===== config.mk =====
export PLATFORM = sky130hd
export DESIGN_NAME = regfile_sequencer_flat
export DESIGN_NICKNAME = d
export VERILOG_FILES = /design/src/rtl/regfile_sequencer_if.sv /design/src/rtl/regfile_sequencer.sv /design/src/flat_wrapper.sv
export SDC_FILE = /design/constraint.sdc
export NUM_CORES = 1
export LEC_CHECK = 0
export ABC_AREA = 0
export CAP_MARGIN = 10
export CORE_MARGIN = 2
export CORE_UTILIZATION = 46
export CTS_CLUSTER_SIZE = 40
export DETAILED_ROUTE_END_ITERATION = 6
export PLACE_DENSITY = 0.8
export SKIP_CTS_REPAIR_TIMING = 1
export SLEW_MARGIN = 20
export SYNTH_ARGS = -nofsm -noshare
export SYNTH_HDL_FRONTEND = slang
export SYNTH_SLANG_ARGS = --single-unit

===== constraint.sdc =====
create_clock -name clk -period 1.7 [get_ports clk]
set_input_delay 0.425 -clock clk [delete_from_list [all_inputs] [get_ports clk]]
set_output_delay 0.425 -clock clk [all_outputs]
set_load 0.01 [all_outputs]

===== src/rtl/regfile_sequencer_if.sv =====
// Bundle of the command, ALU and register-file signals owned by the sequencer.
interface regfile_sequencer_if #(
    parameter int unsigned DATA_W = 8,
    parameter int unsigned ADDR_W = 3
);
    // command handshake from decode
    logic              cmd_valid;
    logic              cmd_ready;
    logic [ADDR_W-1:0] cmd_src_a;
    logic [ADDR_W-1:0] cmd_src_b;
    logic              cmd_imm_en;
    logic [DATA_W-1:0] cmd_imm;
    logic [ADDR_W-1:0] cmd_dst;
    logic              cmd_wb_en;

    // ALU side
    logic              alu_valid;
    logic [DATA_W-1:0] alu_a;
    logic [DATA_W-1:0] alu_b;
    logic              alu_done;
    logic [DATA_W-1:0] alu_result;

    // register file read port
    logic [ADDR_W-1:0] rf_s_out;
    logic              rf_out_en;
    logic [DATA_W-1:0] rf_d_out;

    // register file write port
    logic [ADDR_W-1:0] rf_s_in;
    logic [DATA_W-1:0] rf_d_in;
    logic              rf_write_en;

    // completion status
    logic              done;
    logic              err;

    // environment side: decode stage, ALU and register file
    modport master (
        output cmd_valid, cmd_src_a, cmd_src_b, cmd_imm_en, cmd_imm, cmd_dst, cmd_wb_en,
        output alu_done, alu_result, rf_d_out,
        input  cmd_ready, alu_valid, alu_a, alu_b,
        input  rf_s_out, rf_out_en, rf_s_in, rf_d_in, rf_write_en, done, err
    );

    // sequencer side
    modport slave (
        input  cmd_valid, cmd_src_a, cmd_src_b, cmd_imm_en, cmd_imm, cmd_dst, cmd_wb_en,
        input  alu_done, alu_result, rf_d_out,
        output cmd_ready, alu_valid, alu_a, alu_b,
        output rf_s_out, rf_out_en, rf_s_in, rf_d_in, rf_write_en, done, err
    );
endinterface


===== src/rtl/regfile_sequencer.sv =====
// Serialises register-file reads, ALU execution and writeback for one command at a time.
module regfile_sequencer #(
    parameter int unsigned DATA_W      = 8,
    parameter int unsigned ADDR_W      = 3,
    parameter int unsigned ALU_TIMEOUT = 15
) (
    input  logic                  clk,
    input  logic                  rst_n,
    regfile_sequencer_if.slave    bus
);
    localparam int unsigned CNT_W = $clog2(ALU_TIMEOUT + 1);

    typedef enum logic [2:0] {
        S_IDLE = 3'd0,
        S_RD_A = 3'd1,
        S_RD_B = 3'd2,
        S_EXEC = 3'd3,
        S_WB   = 3'd4
    } state_t;

    state_t            state_q, state_d;

    // set one edge after reset release so no command is taken during the release cycle
    logic              live_q;

    logic [ADDR_W-1:0] src_a_q, src_b_q, dst_q;
    logic              imm_en_q, wb_en_q;
    logic [DATA_W-1:0] op_a_q, op_b_q, result_q;
    logic [CNT_W-1:0]  cnt_q;
    logic              done_q, err_q;

    logic              accept, load_a, load_b, load_res, cnt_clr, cnt_inc;
    logic              done_d, err_d;

    // state register
    always_ff @(posedge clk or negedge rst_n) begin
        if (!rst_n) begin
            state_q <= S_IDLE;
        end else begin
            state_q <= state_d;
        end
    end

    // next state, datapath strobes and state-decoded outputs
    always_comb begin
        state_d         = state_q;
        accept          = 1'b0;
        load_a          = 1'b0;
        load_b          = 1'b0;
        load_res        = 1'b0;
        cnt_clr         = 1'b0;
        cnt_inc         = 1'b0;
        done_d          = 1'b0;
        err_d           = 1'b0;
        bus.cmd_ready   = 1'b0;
        bus.alu_valid   = 1'b0;
        bus.alu_a       = '0;
        bus.alu_b       = '0;
        bus.rf_out_en   = 1'b0;
        bus.rf_s_out    = '0;
        bus.rf_s_in     = '0;
        bus.rf_d_in     = '0;
        bus.rf_write_en = 1'b0;

        unique case (state_q)
            S_IDLE: begin
                bus.cmd_ready = live_q;
                if (live_q && bus.cmd_valid) begin
                    accept  = 1'b1;
                    state_d = S_RD_A;
                end
            end
            S_RD_A: begin
                bus.rf_out_en = 1'b1;
                bus.rf_s_out  = src_a_q;
                load_a        = 1'b1;
                if (imm_en_q) begin
                    cnt_clr = 1'b1;
                    state_d = S_EXEC;
                end else begin
                    state_d = S_RD_B;
                end
            end
            S_RD_B: begin
                bus.rf_out_en = 1'b1;
                bus.rf_s_out  = src_b_q;
                load_b        = 1'b1;
                cnt_clr       = 1'b1;
                state_d       = S_EXEC;
            end
            S_EXEC: begin
                bus.alu_valid = 1'b1;
                bus.alu_a     = op_a_q;
                bus.alu_b     = op_b_q;
                cnt_inc       = 1'b1;
                // a result in the last permitted cycle still counts as success
                if (bus.alu_done) begin
                    load_res = 1'b1;
                    if (wb_en_q) begin
                        state_d = S_WB;
                    end else begin
                        done_d  = 1'b1;
                        state_d = S_IDLE;
                    end
                end else if (cnt_q == CNT_W'(ALU_TIMEOUT - 1)) begin
                    err_d   = 1'b1;
                    state_d = S_IDLE;
                end
            end
            S_WB: begin
                bus.rf_write_en = 1'b1;
                bus.rf_s_in     = dst_q;
                bus.rf_d_in     = result_q;
                done_d          = 1'b1;
                state_d         = S_IDLE;
            end
            default: begin
                state_d = S_IDLE;
            end
        endcase
    end

    // command, operand, result and timeout registers
    always_ff @(posedge clk or negedge rst_n) begin
        if (!rst_n) begin
            live_q   <= 1'b0;
            src_a_q  <= '0;
            src_b_q  <= '0;
            dst_q    <= '0;
            imm_en_q <= 1'b0;
            wb_en_q  <= 1'b0;
            op_a_q   <= '0;
            op_b_q   <= '0;
            result_q <= '0;
            cnt_q    <= '0;
        end else begin
            live_q <= 1'b1;
            if (accept) begin
                src_a_q  <= bus.cmd_src_a;
                src_b_q  <= bus.cmd_src_b;
                dst_q    <= bus.cmd_dst;
                imm_en_q <= bus.cmd_imm_en;
                wb_en_q  <= bus.cmd_wb_en;
                if (bus.cmd_imm_en) begin
                    op_b_q <= bus.cmd_imm;
                end
            end
            if (load_a) begin
                op_a_q <= bus.rf_d_out;
            end
            if (load_b) begin
                op_b_q <= bus.rf_d_out;
            end
            if (load_res) begin
                result_q <= bus.alu_result;
            end
            if (cnt_clr) begin
                cnt_q <= '0;
            end else if (cnt_inc) begin
                cnt_q <= cnt_q + CNT_W'(1);
            end
        end
    end

    // completion pulses
    always_ff @(posedge clk or negedge rst_n) begin
        if (!rst_n) begin
            done_q <= 1'b0;
            err_q  <= 1'b0;
        end else begin
            done_q <= done_d;
            err_q  <= err_d;
        end
    end

    assign bus.done = done_q;
    assign bus.err  = err_q;

endmodule


===== src/flat_wrapper.sv =====
// flat-port wrapper written by rule: the top's interface ports become plain ports
module regfile_sequencer_flat 
#(
    parameter int unsigned DATA_W      = 8,
    parameter int unsigned ADDR_W      = 3,
    parameter int unsigned ALU_TIMEOUT = 15
)
  (clk, rst_n, bus_cmd_valid, bus_cmd_src_a, bus_cmd_src_b, bus_cmd_imm_en, bus_cmd_imm, bus_cmd_dst, bus_cmd_wb_en, bus_alu_done, bus_alu_result, bus_rf_d_out, bus_cmd_ready, bus_alu_valid, bus_alu_a, bus_alu_b, bus_rf_s_out, bus_rf_out_en, bus_rf_s_in, bus_rf_d_in, bus_rf_write_en, bus_done, bus_err);
  regfile_sequencer_if #(.DATA_W(DATA_W), .ADDR_W(ADDR_W)) bus_i ();
  input  logic clk;
  input  logic rst_n;
  input wire logic [$bits(bus_i.cmd_valid)-1:0] bus_cmd_valid;
  input wire logic [$bits(bus_i.cmd_src_a)-1:0] bus_cmd_src_a;
  input wire logic [$bits(bus_i.cmd_src_b)-1:0] bus_cmd_src_b;
  input wire logic [$bits(bus_i.cmd_imm_en)-1:0] bus_cmd_imm_en;
  input wire logic [$bits(bus_i.cmd_imm)-1:0] bus_cmd_imm;
  input wire logic [$bits(bus_i.cmd_dst)-1:0] bus_cmd_dst;
  input wire logic [$bits(bus_i.cmd_wb_en)-1:0] bus_cmd_wb_en;
  input wire logic [$bits(bus_i.alu_done)-1:0] bus_alu_done;
  input wire logic [$bits(bus_i.alu_result)-1:0] bus_alu_result;
  input wire logic [$bits(bus_i.rf_d_out)-1:0] bus_rf_d_out;
  output wire logic [$bits(bus_i.cmd_ready)-1:0] bus_cmd_ready;
  output wire logic [$bits(bus_i.alu_valid)-1:0] bus_alu_valid;
  output wire logic [$bits(bus_i.alu_a)-1:0] bus_alu_a;
  output wire logic [$bits(bus_i.alu_b)-1:0] bus_alu_b;
  output wire logic [$bits(bus_i.rf_s_out)-1:0] bus_rf_s_out;
  output wire logic [$bits(bus_i.rf_out_en)-1:0] bus_rf_out_en;
  output wire logic [$bits(bus_i.rf_s_in)-1:0] bus_rf_s_in;
  output wire logic [$bits(bus_i.rf_d_in)-1:0] bus_rf_d_in;
  output wire logic [$bits(bus_i.rf_write_en)-1:0] bus_rf_write_en;
  output wire logic [$bits(bus_i.done)-1:0] bus_done;
  output wire logic [$bits(bus_i.err)-1:0] bus_err;
  assign bus_i.cmd_valid = bus_cmd_valid;
  assign bus_i.cmd_src_a = bus_cmd_src_a;
  assign bus_i.cmd_src_b = bus_cmd_src_b;
  assign bus_i.cmd_imm_en = bus_cmd_imm_en;
  assign bus_i.cmd_imm = bus_cmd_imm;
  assign bus_i.cmd_dst = bus_cmd_dst;
  assign bus_i.cmd_wb_en = bus_cmd_wb_en;
  assign bus_i.alu_done = bus_alu_done;
  assign bus_i.alu_result = bus_alu_result;
  assign bus_i.rf_d_out = bus_rf_d_out;
  assign bus_cmd_ready = bus_i.cmd_ready;
  assign bus_alu_valid = bus_i.alu_valid;
  assign bus_alu_a = bus_i.alu_a;
  assign bus_alu_b = bus_i.alu_b;
  assign bus_rf_s_out = bus_i.rf_s_out;
  assign bus_rf_out_en = bus_i.rf_out_en;
  assign bus_rf_s_in = bus_i.rf_s_in;
  assign bus_rf_d_in = bus_i.rf_d_in;
  assign bus_rf_write_en = bus_i.rf_write_en;
  assign bus_done = bus_i.done;
  assign bus_err = bus_i.err;
  regfile_sequencer #(.DATA_W(DATA_W), .ADDR_W(ADDR_W), .ALU_TIMEOUT(ALU_TIMEOUT)) u_core (.clk(clk), .rst_n(rst_n), .bus(bus_i));
endmodule

==> results.yml <==
clock_tree:
  cts_tree: "built"
  htreeDepth: 2
  cts_buffers: 5
  clk_latency_ps: 300
  cts_sinks: 45
  clkTransAtPathRegs_ps: 80
  root_buffer: "clkbuf_8"
  cts_buffer_depth: 2
die:
  io_pins: 75
  die_w_microns: 74.2
  core-area_sq_um: 4720
  start_util_pct: 48.0
  design.die.area_sq_um: 5500
  num_rows: 25
  dieHeight_microns: 74.2
critical_path:
  timing.rr.end: "u_core.wb_en_q$_DFFE_PN0P_"
  end_kind: "output port"
  critical-path-top-delay-family: "flip-flops"
  critPathBufInv: 3
  cp.depth: 5
  r2r_cells: 5
  cp.required_ps: 1270
  cp_common_cell: "buf_6"
  worstPathCellList: "buf_6, nor2_4, buf_6, and3_1, buf_2"
  crit_path_start_kind: "flip-flop"
  crit_end: "bus_rf_s_in[1]"
  rr_startpoint: "u_core.state_q[0]$_DFFE_PN0P_"
  slowest_stage: "dfrtp_2"
  cp_max_fo: 6
  max_stage_delay_ps: 470
  worstPathArrival_ps: 1440
  reg2reg_slack_ps: -20
  setup.worst_path.class: "flip-flop to output port"
  startpoint: "u_core.state_q[0]$_DFFE_PN0P_"
placed_design:
  placed_cells: 347
  dp_hpwl_microns: 3660
  place_congestion: 0.815
  numPortBuffers: 74
logic_synthesis:
  ys_warn_count: 0
  synth_edf_count: 0
  synth_top_area_share_pct: 49.7
  synth.area.top_cells: "dfrtp_1, mux2_2, mux2_4"
  yosysSeqAreaShare_pct: 49.7
  synth_most_common_cell: "dfrtp_1"
  syn_nets: 239
  synthFlopType: "dfrtp_1"
  yosysUniqueCellTypes: 36
  yosys-top-cells-count: "dfrtp_1, and2_1, mux2_2, and3_1, nand3_1"
  syn_area_sq_um: 2270
  yosys.area.top_type: "dfrtp_1"
  ys_ff_latch: 45
  syn_inst: 198
  syn_avg_cell_area_sq_um: 11.4
  async_flop_share_pct: 100
cells_and_area:
  antennaDiodeCount: 0
  drive_above_1_share_pct: 45.0
  area_growth_pct: 54.6
  finish.utilization_pct: 74.1
  fin_nets: 338
  stdcell_count: 365
drt:
  viasPerCell: 5.26
  wire_per_inst_microns: 16.1
  ant_nets: 0
  detailedRoute.firstPassIterationCount: 4
  drt_iter0_markers: 80
  detailroute.via_count: 1921
  drc: 0
  drt_wl_total_microns: 5880
grt:
  grt_max_degree: 46
  grt_pass1_vias: 1830
  grt_overflow: 0
  track_usage_pct: 20.0
  grt_first_pass_wirelength_microns: 8380
  antenna_found_initial: 0
timing:
  final.min_clock_period_ps: 1870
  setup_viol: 34
  worst_slew_pin_slew_ps: 573
  slew_headroom_pct: 61.8
  worst_slack_ps: -167
  hold_viol: 0
  fin_skew_ps: 6.04
  slew_violations: 0
  rsz0062_at_grt: "yes"
  setup_tns_ps: -3800
  fmax_mhz: 536
  fin_crit_sh_pct: 110
run_status:
  status: "finished with violations"
  failed_checks: "setup timing"
run:
  cap_violations: 0
power_and_ir_drop:
  vdd_ir_drop_max_uv: 933
  finalPower_mw: 6.02
  p_leak_nw: 1.61
  power.density_nw_per_um2: 1720
hold_path:
  hold_path.class: "input port to async pin"
==> worst reg2reg max path: stages, from the launching register on <==
cell and delay [ps]:
dfrtp_2 470, buf_4 180, or2_4 250, nor3_4 200
buf_12 180, mux2_2 330
==> stage by stage <==
step,instance area (sq um),hold WS [ps],worst slack (ps)
global route,3500,256,-222
CTS,3300,234,-578
floorplan,2270,129,55.9
finish,3500,216,-167
detailed placement,3180,476,-239
global placement,3180,472,-206
==> cell families (layout without fill, tap and decap cells) <==
| logic type | after synthesis | after routing | synth area share (%) |
|---|---|---|---|
| simple gates | 80 | 80 | 21.5 |
| flops | 45 | 45 | 49.7 |
| mux | 28 | 28 | 15.5 |
| compound gates | 25 | 25 | 7.62 |
| buf+inv | 17 | 117 | 4.36 |
| fa+ha+maj | 2 | 2 | 1.10 |
| other cells | 1 | 1 | 0.165 |
==> worst min path at each step <==
stage | startpoint | to | slack, ps | depth (start not counted)
2_1_floorplan | rst_n | u_core.bus.done$_DFF_PN0_ | 130 | 0
3_3_place_gp | u_core.wb_en_q$_DFFE_PN0P_ | u_core.bus.done$_DFF_PN0_ | 470 | 1
3_5_place_dp | u_core.wb_en_q$_DFFE_PN0P_ | u_core.bus.done$_DFF_PN0_ | 480 | 1
4_1_cts | rst_n | u_core.op_a_q[2]$_DFFE_PN0N_ | 230 | 2
5_1_grt | rst_n | u_core.op_a_q[5]$_DFFE_PN0N_ | 260 | 2
6_report | rst_n | u_core.op_a_q[6]$_DFFE_PN0N_ | 220 | 2
==> state kept, by name (all words and copies together), names as in the netlist <==
name,count
u_core.src_a_q,3
u_core.dst_q,3
u_core.imm_en_q,1
u_core.bus.err,1
u_core.wb_en_q,1
u_core.op_b_q,8
u_core.live_q,1
u_core.bus.done,1
u_core.cnt_q,4
u_core.state_q,3
u_core.src_b_q,3
u_core.result_q,8
u_core.op_a_q,8
==> area by class of cell <==
cell class | instances | area, sq um
fillers | 313 | 1220
multi-input cells | 136 | 1150
flip-flops and latches | 45 | 1130
repair buffers | 104 | 1000
clock buffers | 7 | 86.3
well taps | 67 | 83.8
clock inverters | 1 | 30.0
inverters | 5 | 26.3
==> cells in the final DEF (no fill, tap or decap), drive strengths merged, types with 11 or more instances in the layout <==
cell / netlist / layout
buf: 8 / 61
mux2: 27 / 27
nand3: 11 / 11
clkbuf: 4 / 11
and2: 17 / 17
dfrtp: 45 / 45
nand2: 11 / 11
and3: 14 / 14
clkdlybuf4s50: 0 / 39
==> power by group <==
group          internal, mW  switching, mW
Sequential             1.57          0.376
Clock                 0.479          0.354
Combinational          1.90           1.33
Total                  3.96           2.06
==> routing by layer <==
layer	GRT usage (%)	part of all wire (%)	vias to the layer above
li1	-	-	903
met1	25.9	43	915
met2	31.5	47	95
met3	7.45	8.6	8
met4	5.86	1.8	0
met5	0	0	-
No activity file was read; power rests on OpenSTA's default activity.
